==> src/rtl/snapshot_pkg.sv <==
// Shared types and constants for the snapshot sequencer: state encoding,
// CTRL/STAT bit positions and default register map.
package snapshot_pkg;

  localparam logic [1:0] ST_IDLE    = 2'd0;
  localparam logic [1:0] ST_ARMED   = 2'd1;
  localparam logic [1:0] ST_CAPTURE = 2'd2;

  typedef enum logic [1:0] {
    SNAP_IDLE    = ST_IDLE,
    SNAP_ARMED   = ST_ARMED,
    SNAP_CAPTURE = ST_CAPTURE
  } snap_state_t;

  localparam int unsigned CTRL_REQ_BIT    = 0;
  localparam int unsigned CTRL_IRQ_EN_BIT = 1;
  localparam int unsigned CTRL_ABORT_BIT  = 2;
  localparam int unsigned CTRL_BUSY_BIT   = 0;

  localparam int unsigned STAT_BUSY_BIT    = 0;
  localparam int unsigned STAT_DONE_BIT    = 1;
  localparam int unsigned STAT_TIMEOUT_BIT = 2;
  localparam int unsigned STAT_OVERRUN_BIT = 4;
  localparam int unsigned STAT_CNT_LSB     = 8;

  localparam int unsigned CNT_W = 8;
  localparam int unsigned TMO_W = 22;

  localparam logic [31:0] DEF_CTRL_ADDR      = 32'h0000_C008;
  localparam logic [31:0] DEF_STAT_ADDR      = 32'h0000_C009;
  localparam int unsigned DEF_LAST_COORD     = 223;
  localparam int unsigned DEF_TIMEOUT_CYCLES = 4_000_000;

endpackage

==> src/rtl/snapshot_ctrl_edge_det_fall.sv <==
// Falling-edge detector with a one-flop history; usable for any
// active-low, already-synchronized KEY input.
module edge_det_fall (
  input  logic clk,
  input  logic rst,
  input  logic i_sig_n,
  output logic o_fall_c
);

  logic r_prev;

  // History resets to the released (high) level so reset never fakes an edge.
  always_ff @(posedge clk or posedge rst) begin
    if (rst) r_prev <= 1'b1;
    else     r_prev <= i_sig_n;
  end

  assign o_fall_c = r_prev & ~i_sig_n;

endmodule

==> src/rtl/snapshot_ctrl.sv <==
// Snapshot sequencer: CPU/button request -> wait for scan origin -> start
// compressor -> wait for last pixel -> done. Build with SNAP_TIMEOUT_EN for the watchdog.
module snapshot_ctrl
  import snapshot_pkg::*;
#(
  parameter int unsigned LAST_COORD     = DEF_LAST_COORD,
  parameter logic [31:0] CTRL_ADDR      = DEF_CTRL_ADDR,
  parameter logic [31:0] STAT_ADDR      = DEF_STAT_ADDR,
  parameter int unsigned TIMEOUT_CYCLES = DEF_TIMEOUT_CYCLES
) (
  input  logic        clk,
  input  logic        rst,
  input  logic [31:0] addr,
  input  logic        we,
  input  logic        re,
  input  logic [31:0] wdata,
  input  logic        key_snap_n,
  input  logic [7:0]  pix_x,
  input  logic [7:0]  pix_y,
  output logic [31:0] rdata,
  output logic        sel,
  output logic        compress_start,
  output logic        busy,
  output logic        irq
);

  snap_state_t      r_state;
  logic             r_compress_start;
  logic             r_irq_en;
  logic             r_done;
  logic             r_timeout_err;
  logic             r_overrun;
  logic [CNT_W-1:0] r_snap_cnt;

  logic w_key_fall, w_ctrl_hit, w_stat_hit, w_ctrl_wr, w_stat_rd;
  logic w_abort, w_req, w_busy, w_at_origin, w_at_last, w_timeout;
  logic w_unused_wdata;

  edge_det_fall u_key_edge (
    .clk      (clk),
    .rst      (rst),
    .i_sig_n  (key_snap_n),
    .o_fall_c (w_key_fall)
  );

  assign w_ctrl_hit  = (addr == CTRL_ADDR);
  assign w_stat_hit  = (addr == STAT_ADDR);
  assign w_ctrl_wr   = we & w_ctrl_hit;
  assign w_stat_rd   = re & w_stat_hit;
  assign w_abort     = w_ctrl_wr & wdata[CTRL_ABORT_BIT];
  // Button and CPU requests merge into one; abort drops either.
  assign w_req       = ((w_ctrl_wr & wdata[CTRL_REQ_BIT]) | w_key_fall) & ~w_abort;
  assign w_busy      = (r_state != SNAP_IDLE);
  assign w_at_origin = (pix_x == 8'd0) && (pix_y == 8'd0);
  assign w_at_last   = (pix_x == 8'(LAST_COORD)) && (pix_y == 8'(LAST_COORD));
  assign w_unused_wdata = ^wdata[31:3];

`ifdef SNAP_TIMEOUT_EN
  logic [TMO_W-1:0] r_tmo_cnt;
  assign w_timeout = w_busy && (r_tmo_cnt == TMO_W'(TIMEOUT_CYCLES - 1));

  always_ff @(posedge clk or posedge rst) begin
    if (rst)                                r_tmo_cnt <= '0;
    else if (r_state == SNAP_IDLE && w_req) r_tmo_cnt <= '0;
    else if (w_busy)                        r_tmo_cnt <= r_tmo_cnt + TMO_W'(1);
  end
`else
  localparam int unsigned TIMEOUT_UNUSED = TIMEOUT_CYCLES;
  assign w_timeout = 1'b0;
`endif

  // Sequencer state, status flags and snapshot counter.
  always_ff @(posedge clk or posedge rst) begin
    if (rst) begin
      r_state          <= SNAP_IDLE;
      r_compress_start <= 1'b0;
      r_irq_en         <= 1'b0;
      r_done           <= 1'b0;
      r_timeout_err    <= 1'b0;
      r_overrun        <= 1'b0;
      r_snap_cnt       <= '0;
    end else begin
      r_compress_start <= 1'b0;
      if (w_ctrl_wr) r_irq_en <= wdata[CTRL_IRQ_EN_BIT];
      if (w_stat_rd) begin
        r_done        <= 1'b0;
        r_timeout_err <= 1'b0;
        r_overrun     <= 1'b0;
      end
      if (w_req && w_busy) r_overrun <= 1'b1;
      case (r_state)
        SNAP_IDLE: begin
          if (w_req) r_state <= SNAP_ARMED;
        end
        SNAP_ARMED: begin
          if (w_abort) begin
            r_state <= SNAP_IDLE;
          end else if (w_timeout) begin
            r_state       <= SNAP_IDLE;
            r_timeout_err <= 1'b1;
          end else if (w_at_origin) begin
            r_state          <= SNAP_CAPTURE;
            r_compress_start <= 1'b1;
          end
        end
        SNAP_CAPTURE: begin
          if (w_abort) begin
            r_state <= SNAP_IDLE;
          end else if (w_timeout) begin
            r_state       <= SNAP_IDLE;
            r_timeout_err <= 1'b1;
          end else if (w_at_last) begin
            r_state    <= SNAP_IDLE;
            r_done     <= 1'b1;
            r_snap_cnt <= r_snap_cnt + CNT_W'(1);
          end
        end
        default: r_state <= SNAP_IDLE;
      endcase
    end
  end

  // Combinational register read mux.
  always_comb begin
    rdata = '0;
    if (w_ctrl_hit) begin
      rdata[CTRL_BUSY_BIT]   = w_busy;
      rdata[CTRL_IRQ_EN_BIT] = r_irq_en;
    end else if (w_stat_hit) begin
      rdata[STAT_BUSY_BIT]             = w_busy;
      rdata[STAT_DONE_BIT]             = r_done;
      rdata[STAT_TIMEOUT_BIT]          = r_timeout_err;
      rdata[STAT_OVERRUN_BIT]          = r_overrun;
      rdata[STAT_CNT_LSB +: CNT_W]     = r_snap_cnt;
    end
  end

  assign sel            = re & (w_ctrl_hit | w_stat_hit);
  assign compress_start = r_compress_start;
  assign busy           = w_busy;
  assign irq            = r_done & r_irq_en;

endmodule

==> config.mk <==
export PLATFORM = sky130hd
export DESIGN_NAME = snapshot_ctrl
export DESIGN_NICKNAME = d
export VERILOG_FILES = /design/src/rtl/snapshot_pkg.sv /design/src/rtl/snapshot_ctrl_edge_det_fall.sv /design/src/rtl/snapshot_ctrl.sv
export SDC_FILE = /design/constraint.sdc
export NUM_CORES = 1
export LEC_CHECK = 0
export CORE_ASPECT_RATIO = 2
export CORE_MARGIN = 4
export CORE_UTILIZATION = 29
export DETAILED_ROUTE_END_ITERATION = 12
export PLACE_DENSITY = 0.91
export SLEW_MARGIN = 20
export SYNTH_ARGS = -nofsm -noshare
export SYNTH_HDL_FRONTEND = slang
export SYNTH_SLANG_ARGS = --single-unit
==> constraint.sdc <==
create_clock -name clk -period 2.6 [get_ports clk]
set_input_delay 0.78 -clock clk [delete_from_list [all_inputs] [get_ports clk]]
set_output_delay 0.78 -clock clk [all_outputs]
set_load 0.1 [all_outputs]
==> flow_metrics.tcl <==
set metrics [dict create \
    hold_path_class "flop to flop" \
    end_kind "primary output" \
    ctsHtreeMaxLevel 1 \
    synth_top_area_share_pct 29.4 \
    cts-root-buf "clkbuf_8" \
    intPower_mw 0.466 \
    yosys_most_used_dff "dfrtp_1" \
    cp_cell_sequence "buf_6, nor4b_4, nand4_4, nor3_4, buf_6, and2_4, buf_12" \
    share_comb_of_total_power_pct 47.6 \
    clock_power_share_pct 21.9 \
    grt_max_degree 16 \
    floorplan.die_area_mm2 0.00526 \
    cp_max_fo 5 \
    layout_setup_ws_ns -0.310 \
    syn2layout_area_growth_pct 83.3 \
    outcome "finished, violations left" \
    first_pass_iters 4 \
    drc 0 \
    synthesis.instances 119 \
    dr.first_iter.drc_count 20 \
    synthMuxAreaShare_pct 3.04 \
    seqPwrFrac_pct 30.5 \
    leakage_nw 1.05 \
    swShare_pct 46.1 \
    grt_first_pass_wirelength_um 6100 \
    initial_core_util_pct 30.4 \
    crit_top_cell "buf_6" \
    portBuffers 70 \
    finalSetupViolations 12 \
    synth_area_leaders "dfrtp_1, buf_4, nor4_4" \
    yosysMostFrequentCell "buf_4" \
    rsz0062_at_grt "yes" \
    total_power_mw 0.865 \
    synth_compound_area_share_pct 4.83 \
    overflow 0 \
    dp_slack_ns -0.626 \
    clk_path_buf_depth 2 \
    coreArea_mm2 0.00392 \
    io_pins 121 \
    antenna_found_initial 0 \
    synth_fa_ha_area_share_pct 1.05 \
    p_sw_mw 0.399 \
    critPathBufInv 3 \
    yosys.area_share.xor_xnor_pct 5.14 \
    synthArstFlopShare_pct 100 \
    hold_buffers 0 \
    crit_required_ns 1.82 \
    synth_area_leader_cell "dfrtp_1" \
    drt-total-wl_um 4090 \
    synth_seq_cells 15 \
    insertedDiodeCount 0 \
    synth.avg_cell_area_um2 10.0 \
    die_h_um 98.7 \
    irDropWorstVdd_uv 471 \
    dieWidth_um 53.3 \
    synth_top_family_by_area "simple AND/OR/NAND/NOR gates" \
    via_count 1184 \
    yosysSeqAreaShare_pct 31.6 \
    cts_made_buffers 3 \
    synthSimpleGateAreaFrac_pct 39.6 \
    viasPerCell 4.57 \
    path_clk_slew_ns 0.06 \
    worstPathArrival_ns 2.13 \
    violations "negative setup slack" \
    start_kind "primary input" \
    finClkSkew_ns 0.00474 \
    antenna_left 0 \
    synth_edf_count 0 \
    avgRoutedWirePerCell_um 15.8 \
    max_slew.worst_pin.slew_ns 0.569 \
    synth_warnings 0 \
    max_slew_margin_pct 62.0 \
    timing.final.crit_share_pct 112 \
    period_needed_ns 2.91 \
    cts.sinks 15 \
    cp_slowest_cell "nor4b_4" \
    grt.total_usage_pct 15.7 \
    critPathKind "primary input to primary output" \
    holdWs_ns 0.495 \
    cts_tree "yes" \
    clk_latency_ns 0.25 \
    timing.fmax_mhz 344 \
    drive_above_1_share_pct 42.8 \
    fin_nets 295 \
    place_congestion 0.789 \
    hold_violations 0 \
    maxCapViolations 0 \
    slew_violations 0 \
    hpwl_um 3470 \
    grt_pass1_vias 1323 \
    cp_slowest_stage_delay_ns 0.33 \
    p_per_area_mw_per_mm2 396 \
    synth_commonest_cells "buf_4, dfrtp_1, and2_1, nand2_1, xor2_1" \
    synth.distinct_cells 39 \
    row_count 32 \
    critical-path-top-delay-family "simple AND/OR/NAND/NOR gates" \
    netlist_area_mm2 0.00119 \
]
layout make-up:
| type | count | area [um2] |
|---|---|---|
| Fill cell | 321 | 1740 |
| Timing Repair Buffer | 86 | 873 |
| Multi-Input combinational cell | 99 | 811 |
| Sequential cell | 15 | 377 |
| Tap cell | 51 | 63.8 |
| Clock buffer | 3 | 41.3 |
| Inverter | 4 | 15.0 |
| Clock inverter | 1 | 5.00 |
worst reg2reg max path: cells and delay by family (launching register included):
kind / cells / cell delay (ns)
AND/OR/NAND/NOR: 2 / 0.52
flip-flops: 1 / 0.40
XOR/XNOR: 1 / 0.19
buffers and inverters: 1 / 0.18
through the flow:
step	setup TNS, ns	area [um2]	instances	utilization [%]
detailed placement	-8.19	2140	250	54.6
global route	-4.24	2190	259	55.7
finish	-3.47	2190	259	55.7
floorplan	-3.60	1340	139	-
global placement	-6.61	2140	250	54.6
CTS	-3.54	2190	258	55.9
power by group through the flow:
stage / Sequential, mW / Clock [mW] / Combinational (mW)
CTS: 0.264 / 0.195 / 0.412
floorplan: 0.287 / 0 / 0.293
detailed placement: 0.268 / 0 / 0.425
global route: 0.269 / 0.206 / 0.430
finish: 0.264 / 0.190 / 0.411
global placement: 0.267 / 0 / 0.419
what timing repair did:
item,CTS,global route
buffers inserted,3,2
pin swaps,14,1
gates cloned,1,0
resized for setup,112,8
endpoints found under the setup margin,12,12
placed cells by master, fill, tap and decap left out, types with 5 or more instances in the layout:
master / instances
dfrtp_1: 14
xor2_1: 7
buf_6: 9
buf_4: 15
buf_12: 12
clkdlybuf4s15_1: 7
clkdlybuf4s50_1: 24
nor4_4: 5
conb_1: 21
buf_2: 13
nand2_1: 8
and2_4: 10
state kept, by name, indices dropped and copies added, names as in the netlist:
signal             cells
compress_start         1
r_overrun              1
r_snap_cnt             8
r_state                2
u_key_edge.r_prev      1
r_irq_en               1
r_done                 1
layer usage:
metal  part of all wire (%)  global-route usage, %  vias up
met1                     30                   13.4      545
li1                       -                      -      564
met5                      0                      0        -
met4                    2.3                   7.09        0
met2                     59                   31.5       67
met3                    8.5                   2.87        8
worst paths after layout:
kind	depth (start not counted)	endpoint	start	slack, ns
worst max-delay path	7	rdata[10]	addr[2]	-0.31
worst min-delay path	1	r_snap_cnt[7]	r_snap_cnt[7]	0.49
worst max register to register	4	r_snap_cnt[6]	r_state[0]	1.23
worst min register to register	1	r_snap_cnt[7]	r_snap_cnt[7]	0.49
max in group asynchronous	2	u_key_edge.r_prev	rst	1.34
min in group asynchronous	2	r_snap_cnt[2]	rst	0.89
cell families (layout without fill, tap and decap cells):
| family | count (synthesis) | after routing |
|---|---|---|
| buffers and inverters | 25 | 94 |
| xor gates and xnor gates | 7 | 7 |
| adders and majority gates | 1 | 1 |
| AOI/OAI and AO/OA | 7 | 7 |
| DFF | 15 | 15 |
| muxes | 3 | 3 |
| other | 1 | 21 |
| and+or+nand+nor | 60 | 60 |
No activity file was read; power rests on OpenSTA's default activity.
